[src/rtl/rv_issue_wb.sv]
`timescale 1ns/1ps
// Single-issue RISC-V sequencer: fetches over req/ack, issues one instruction to an
// external ALU, then writes back the result and advances the PC from the ALU's next_pc.
module rv_issue_wb #(
    parameter logic [31:0] RESET_PC    = 32'h0000_0000,
    parameter int unsigned ALU_TIMEOUT = 1
) (
    input  logic        clk,
    input  logic        resetn,
    input  logic        run,
    output logic        mem_req,
    output logic [31:0] mem_addr,
    input  logic        mem_ack,
    input  logic [31:0] mem_rdata,
    output logic        alu_valid,
    output logic [31:0] alu_instruction,
    output logic [31:0] alu_pc,
    output logic [31:0] alu_rs1_data,
    output logic [31:0] alu_rs2_data,
    input  logic [31:0] alu_result,
    input  logic [31:0] alu_next_pc,
    input  logic        alu_result_valid,
    input  logic        alu_is_jump,
    output logic [31:0] pc,
    output logic [31:0] instr_count,
    output logic [15:0] jump_count,
    output logic        busy,
    output logic        trap,
    output logic [1:0]  trap_cause,
    input  logic [4:0]  dbg_addr,
    output logic [31:0] dbg_data
);

    typedef enum logic [2:0] {
        IDLE,
        FETCH,
        ISSUE,
        EXEC,
        WB,
        TRAP
    } state_t;

    localparam logic [3:0] TIMEOUT_CNT = 4'(ALU_TIMEOUT);

    state_t      state;
    state_t      state_nxt;
    logic [31:0] xreg [32];
    logic [3:0]  wait_cnt;
    logic [31:0] res_q;
    logic [31:0] npc_q;
    logic        jmp_q;
    logic [4:0]  rs1_idx;
    logic [4:0]  rs2_idx;
    logic [4:0]  rd_idx;
    logic        misaligned;

    // Operands are read from the fetched word directly so they are valid on ISSUE entry.
    assign rs1_idx    = mem_rdata[19:15];
    assign rs2_idx    = mem_rdata[24:20];
    assign rd_idx     = alu_instruction[11:7];
    assign misaligned = (npc_q[1:0] != 2'b00);
    assign mem_addr   = pc;
    assign dbg_data   = (dbg_addr == 5'd0) ? '0 : xreg[dbg_addr];

    always_ff @(posedge clk or negedge resetn) begin
        if (!resetn) begin
            state <= IDLE;
        end else begin
            state <= state_nxt;
        end
    end

    always_comb begin
        state_nxt = state;
        mem_req   = 1'b0;
        alu_valid = 1'b0;
        busy      = 1'b1;
        case (state)
            IDLE: begin
                busy = 1'b0;
                if (run) state_nxt = FETCH;
            end
            FETCH: begin
                mem_req = 1'b1;
                if (mem_ack) state_nxt = ISSUE;
            end
            ISSUE: begin
                alu_valid = 1'b1;
                state_nxt = EXEC;
            end
            EXEC: begin
                if (alu_result_valid)            state_nxt = WB;
                else if (wait_cnt == TIMEOUT_CNT) state_nxt = TRAP;
            end
            WB: begin
                if (misaligned) state_nxt = TRAP;
                else if (run)   state_nxt = FETCH;
                else            state_nxt = IDLE;
            end
            TRAP: begin
                busy = 1'b0;
            end
            default: begin
                busy      = 1'b0;
                state_nxt = IDLE;
            end
        endcase
    end

    always_ff @(posedge clk or negedge resetn) begin
        if (!resetn) begin
            pc              <= RESET_PC;
            alu_instruction <= '0;
            alu_pc          <= '0;
            alu_rs1_data    <= '0;
            alu_rs2_data    <= '0;
            wait_cnt        <= '0;
            res_q           <= '0;
            npc_q           <= '0;
            jmp_q           <= 1'b0;
            instr_count     <= '0;
            jump_count      <= '0;
            trap            <= 1'b0;
            trap_cause      <= 2'b00;
            for (int unsigned i = 0; i < 32; i++) begin
                xreg[i] <= '0;
            end
        end else begin
            case (state)
                FETCH: begin
                    if (mem_ack) begin
                        alu_instruction <= mem_rdata;
                        alu_pc          <= pc;
                        alu_rs1_data    <= (rs1_idx == 5'd0) ? '0 : xreg[rs1_idx];
                        alu_rs2_data    <= (rs2_idx == 5'd0) ? '0 : xreg[rs2_idx];
                    end
                end
                ISSUE: begin
                    wait_cnt <= 4'd1;
                end
                EXEC: begin
                    if (alu_result_valid) begin
                        res_q <= alu_result;
                        npc_q <= alu_next_pc;
                        jmp_q <= alu_is_jump;
                    end else if (wait_cnt == TIMEOUT_CNT) begin
                        trap       <= 1'b1;
                        trap_cause <= 2'b01;
                    end else begin
                        wait_cnt <= wait_cnt + 4'd1;
                    end
                end
                WB: begin
                    if (misaligned) begin
                        trap       <= 1'b1;
                        trap_cause <= 2'b10;
                    end else begin
                        if (rd_idx != 5'd0) xreg[rd_idx] <= res_q;
                        pc          <= npc_q;
                        instr_count <= instr_count + 32'd1;
                        if (jmp_q) jump_count <= jump_count + 16'd1;
                    end
                end
                default: ;
            endcase
        end
    end

endmodule

[config.mk]
export PLATFORM = sky130hd
export DESIGN_NAME = rv_issue_wb
export DESIGN_NICKNAME = d
export VERILOG_FILES = /design/src/rtl/rv_issue_wb.sv
export SDC_FILE = /design/constraint.sdc
export NUM_CORES = 2
export LEC_CHECK = 0
export ABC_CLOCK_PERIOD_IN_PS = 2750
export BUFFER_PORTS_ARGS = -buffer_cell sky130_fd_sc_hd__buf_4
export CORE_ASPECT_RATIO = 0.7
export CORE_MARGIN = 2
export CORE_UTILIZATION = 30
export DETAILED_ROUTE_END_ITERATION = 7
export SLEW_MARGIN = 20
export SYNTH_ARGS = -nofsm -noshare
export SYNTH_HDL_FRONTEND = slang
export SYNTH_SLANG_ARGS = --single-unit
[constraint.sdc]
create_clock -name clk -period 2.75 [get_ports clk]
set_clock_uncertainty 0.15 [all_clocks]
set_input_delay 0.1375 -clock clk [delete_from_list [all_inputs] [get_ports clk]]
set_output_delay 0.1375 -clock clk [all_outputs]
set_load 0.03 [all_outputs]
# --- After elaboration in Yosys (flattened, before gate mapping) ---
# Index checks and enable logic that the tools add are counted.
op_classes:
  n_reduce_logical: 18
  bitwise: 6
  n_mux: 36
  n_addsub: 3
  n_lt_le_gt_ge: 5
  eq_ne: 13
op_table:
  columns: ["op", "n"]
  rows:
  - ["$bwmux 1024", 1]
  - ["$bmux 32 s5", 3]
  - ["$mux 32", 10]
  - ["$demux 32 s5", 1]
  - ["$add 32x1->32 const B", 1]
  - ["$ge 6x6->1 const B", 4]
  - ["$not 5->6", 4]
  - ["$pmux 3 s6", 1]
  - ["$add 16x1->16 const B", 1]
  - ["$logic_not 5->1", 3]
  - ["$mux 3", 5]
  - ["$ne 2x2->1 const B", 6]
  - ["$reduce_and 3->1", 3]
  - ["$mux 4", 2]
  - ["$pmux 4 s2", 1]
  - ["$reduce_and 4->1", 2]
  - ["$mux 1", 7]
  - ["$eq 3x2->1 const B", 2]
  - ["$eq 3x3->1 const B", 2]
  - ["$lt 6x1->1 const B", 1]
  - ["$mux 2", 3]
  - ["$reduce_and 2->1", 3]
  - ["$reduce_bool 2->1", 3]
  - ["$reduce_bool 5->1", 1]
  - ["10 further kinds", 11]
word_totals:
  regBits: 1307
  elab_cells: 127

# --- Longest topological paths before layout ---
depth:
  depth_word: 6
  mapped_depth: 9
  mapped_depth_nobuf: 7

# --- Least setup slack after synthesis ---
# OpenSTA, ideal clock, no wires.
synth_path:
  kind: "input port to output port"
  from: "input dbg_addr[0]"
  to: "output dbg_data[10]"
  arrival_ns: 2.062
  slack_ns: 0.401
  t_required_ns: 2.463
  stages: 5
  cell_sequence: "buf_2 > clkbuf_1 > mux4_2 > mux4_2 > a21o_1"
synth_via:
  elab_chain_len: 5
  word_cells_on_any_way: 6
synth_lines:
  columns: ["item", "line", "text"]
  rows:
  - ["start: declaration", "30", "input logic [4:0] dbg_addr,"]
  - ["$not 5->6 (not written as such)", "63", "assign dbg_data = (dbg_addr == 5'd0) ? '0 : xreg[dbg_addr];"]
  - ["$bmux 32 s5", "63", null]
  - ["$mux 32 (not written as such) (2 in series)", "63", null]
  - ["$mux 32 *", "63", null]
  - ["end: declaration", "31", "output logic [31:0] dbg_data"]
# Mark *: on every way between the ends. The rest lies on a longest branch, timed or not. The select of a mux whose other input is x is not followed.

# --- Worst setup path after layout ---
layout_path:
  from: "register xreg[17] (netlist name)"
  to: "output dbg_data[17]"
layout_via:
  elab_chain_len: 4
layout_lines:
  columns: ["item", "line", "text"]
  rows:
  - ["start: declaration", "47", "logic [31:0] xreg [32];"]
  - ["start signal: indexed assignment", "158", "if (rd_idx != 5'd0) xreg[rd_idx] <= res_q;"]
  - ["$bmux 32 s5", "63", null]
  - ["$mux 32 (not written as such) (2 in series)", "63", null]
  - ["$mux 32", "63", null]
# Every way passes these cells. The select of a mux whose other input is x is not followed.

==> results by group <==
Clocking
  – Worst skew pair latency: 0.82 ns
  – Clock Tree Root: clkbuf_16
  – TritonCTS Buffers: 145
  – Clock sink total: 1307
  – Maximum root-to-sink buffer count: 4
  – Clock transition at path regs: 0.06 ns
  – H-Tree Level Count: 4
  – CTS tree: built

Synthesis
  – Synthesized area per cell: 13.9 sq um
  – Syn Std Cell Area: 0.0735 sq mm
  – Post-synthesis sequential area ratio: 44.5%
  – Mapped Cells: 5278
  – Primary FF master, synth: dfrtp_1
  – Synthesis Warnings: 0
  – Yosys reg bits: 1307
  – Cell variety after synth: 62
  – FFs w/ async S/R, synth: 100%
  – Number of synthesized flops with an enable pin: 0
  – Synthesized Nets: 5389

Hold path
  – Worst min path class: in2reg
  – Hold Path Stages: 3

Place
  – GPL Wtd Cong: 0.865
  – Placed insts: 8620
  – Port Buffers: 384
  – DPL Wire Length: 172000 um

Floorplan
  – Row count: 152
  – Die height: 418 um
  – Number of I/O pins: 385
  – Core Region: 0.244 sq mm
  – Initial Util: 30.1%
  – Die footprint: 0.249 sq mm
  – Die Wd: 596 um

Pwr
  – Gate power share: 25.4%
  – Internal power: 40.4 mW
  – Clock network fraction of total power: 31.9%
  – Leak pwr: 41.7 nW
  – Switching share of power: 34.9%
  – Worst VDD drop: 663 uV
  – Pwr dens: 685 mW/mm^2
  – Sequential share of power: 42.7%
  – Net Sw Power: 21.6 mW

Layout
  – Share of layout cells above drive strength 1: 49.9%
  – Layout area overhead: 23.1%
  – Most common library cell in the layout ignoring fill and taps: dfrtp_1
  – Layout Nets: 6029
  – Post-layout util: 37.0%
  – Most frequent cells in the layout: 1302 x dfrtp_1, 1222 x mux2_2, 694 x buf_4
  – Post-Layout Cell Count: 9255

Global route
  – Largest net degree at the start of global routing: 134
  – Grt total ovfl: 0
  – Total Routing Usage GR: 22.1%
  – Vias in the first global route: 53000
  – First-pass GRT wire length: 402000 um
  – Initial antenna violation count: 9

Setup path
  – CP Capture Type: primary output
  – CP required: 2.46 ns
  – Critical Path Start Type: flip-flop
  – Worst EP arrival: 2.67 ns
  – Crit Path Max Fanout: 2
  – WS Path Type: reg2out
  – Reg2reg path depth: 6

STA
  – Tcrit/Tclk final: 107%
  – RSZ-0062 raised after global routing: true
  – Worst setup margin: -0.206 ns
  – Final setup fails: 32
  – Fin crit period: 2.96 ns
  – Max Fclk: 338 MHz
  – Slew at the pin closest to its max-slew limit: 1.12 ns
  – Pins over their slew limit: 0
  – Slew margin rel.: 25.2%
  – Final Hold Fails: 0

Outcome
  – Status: complete, but fails checks
  – Failing checks: negative setup slack

Detailed routing
  – Vias post-DR: 54100
  – 1st-iter DRT viols: 6629
  – Residual DRC: 0
  – WL/cell: 30.6 um
  – Total wire length: 284000 um
  – Drt first pass iters: 6
  – Vias per cell: 5.85
  – DRT antenna net count: 0

Job
  – Max-Cap Viols: 0
## registers in the layout (all words and copies together) (netlist names)
signal / count
xreg: 1024
alu_instruction: 32
alu_pc: 32
alu_rs1_data: 32
alu_rs2_data: 32
instr_count: 32
mem_addr: 32
npc_q: 32
res_q: 32
jump_count: 16
wait_cnt: 4
state: 3
trap_cause: 2
jmp_q: 1
trap: 1
## logic make-up (layout without fill, tap and decap cells)
logic type	count (synthesis)	after routing	synth area share (%)
other	0	4	0
buffers and inverters	597	1336	3.71
AND/OR/NAND/NOR	676	676	4.32
adder cells (fa/ha/maj)	4	4	0.0681
XOR/XNOR	47	47	0.560
AO/OA/AOI/OAI	471	471	4.76
multiplexers	2176	2176	42.1
flip-flops	1307	1307	44.5
## routing by layer
metal	routed length (um)	GRT usage [%]	up-vias
met2	124000	32.9	3151
met5	242	0.579	-
met1	117000	30.8	28800
li1	-	-	21500
met3	31100	6.44	623
met4	10700	7.31	10
## critical path: stages (launching register included)
cell	delay, ns
dfrtp_2	0.47
mux4_2	0.50
mux4_2	0.52
a21o_1	0.21
buf_6	0.14
## power by group through the flow
stage / clock network, mW / logic [mW] / registers, mW
5_1_grt: 20.9 / 16.6 / 26.8
6_report: 19.8 / 15.8 / 26.4
2_1_floorplan: 0 / 8.78 / 25.7
3_5_place_dp: 0 / 14.7 / 26.6
3_3_place_gp: 0 / 14.5 / 26.5
4_1_cts: 20.1 / 15.6 / 26.3
## final cells by class
class | count | area (sq um)
Clock buffer | 210 | 4180
Multi-Input combinational cell | 3374 | 38600
Sequential cell | 1307 | 32700
Inverter | 9 | 36.3
Tap cell | 3234 | 4050
Fill cell | 23100 | 154000
Timing Repair Buffer | 1081 | 10600
Antenna cell | 4 | 10.0
Clock inverter | 36 | 419
## cell usage after synthesis (5+ instances only)
master / n / area [sq um]
buf_4: 56 / 420
buf_2: 184 / 921
a22oi_1: 60 / 450
nor3_1: 41 / 205
nor2b_1: 67 / 419
mux4_2: 610 / 13700
mux2_2: 1222 / 13800
nand2b_1: 10 / 62.6
a21o_1: 33 / 248
nand3_1: 26 / 130
a22o_1: 91 / 797
buf_6: 6 / 67.6
a21oi_1: 11 / 55.1
mux2i_1: 320 / 3200
inv_1: 8 / 30.0
nor4_1: 34 / 213
and2_1: 5 / 31.3
nor2_1: 66 / 248
o22ai_1: 130 / 813
o21ai_0: 9 / 45.0
clkbuf_1: 303 / 1140
nand2_1: 368 / 1380
nand4_1: 13 / 81.3
xor2_1: 11 / 96.3
and3_1: 6 / 37.5
xnor2_1: 36 / 315
o2111ai_1: 30 / 263
a211oi_1: 91 / 683
dfrtp_1: 1307 / 32700
mux2_1: 24 / 270
nor3_2: 7 / 70.1
buf_1: 39 / 146
## metrics by stage
step	hold WS, ns	area [sq um]	power, mW	TNS (ns)	worst slack [ns]
after CTS	0.00000400	90000	61.9	-4.92	-0.224
after global routing	0.0217	90500	64.3	-5.73	-0.254
after floorplan	-0.308	73500	34.4	0	0.401
after global placement	-0.0841	82300	41.0	0	0.0285
final	0.0315	90500	62.0	-3.95	-0.206
after detailed placement	-0.0842	82300	41.3	0	0.0603
## repair_timing
| action | CTS | global route |
|---|---|---|
| setup endpoints to repair | 32 | 34 |
| pin swaps | 10 | 1 |
| buffers inserted | 111 | 64 |
| cloned | 0 | 1 |
| resized for setup | 50 | 3 |
| hold buffers | 209 | 0 |
| hold endpoints to repair | 1416 | 0 |
## final timing paths
check                      slack [ns]            start               end
min in group asynchronous        0.54           resetn         xreg[216]
min                              0.03  alu_next_pc[23]         npc_q[23]
max                             -0.21         xreg[17]      dbg_data[17]
max reg2reg                      0.04         state[1]  alu_rs1_data[31]
min reg2reg                      0.27       xreg[1010]        xreg[1010]
max in group asynchronous        0.99           resetn          xreg[47]
Note: power is estimated with default switching activity, not from simulation.
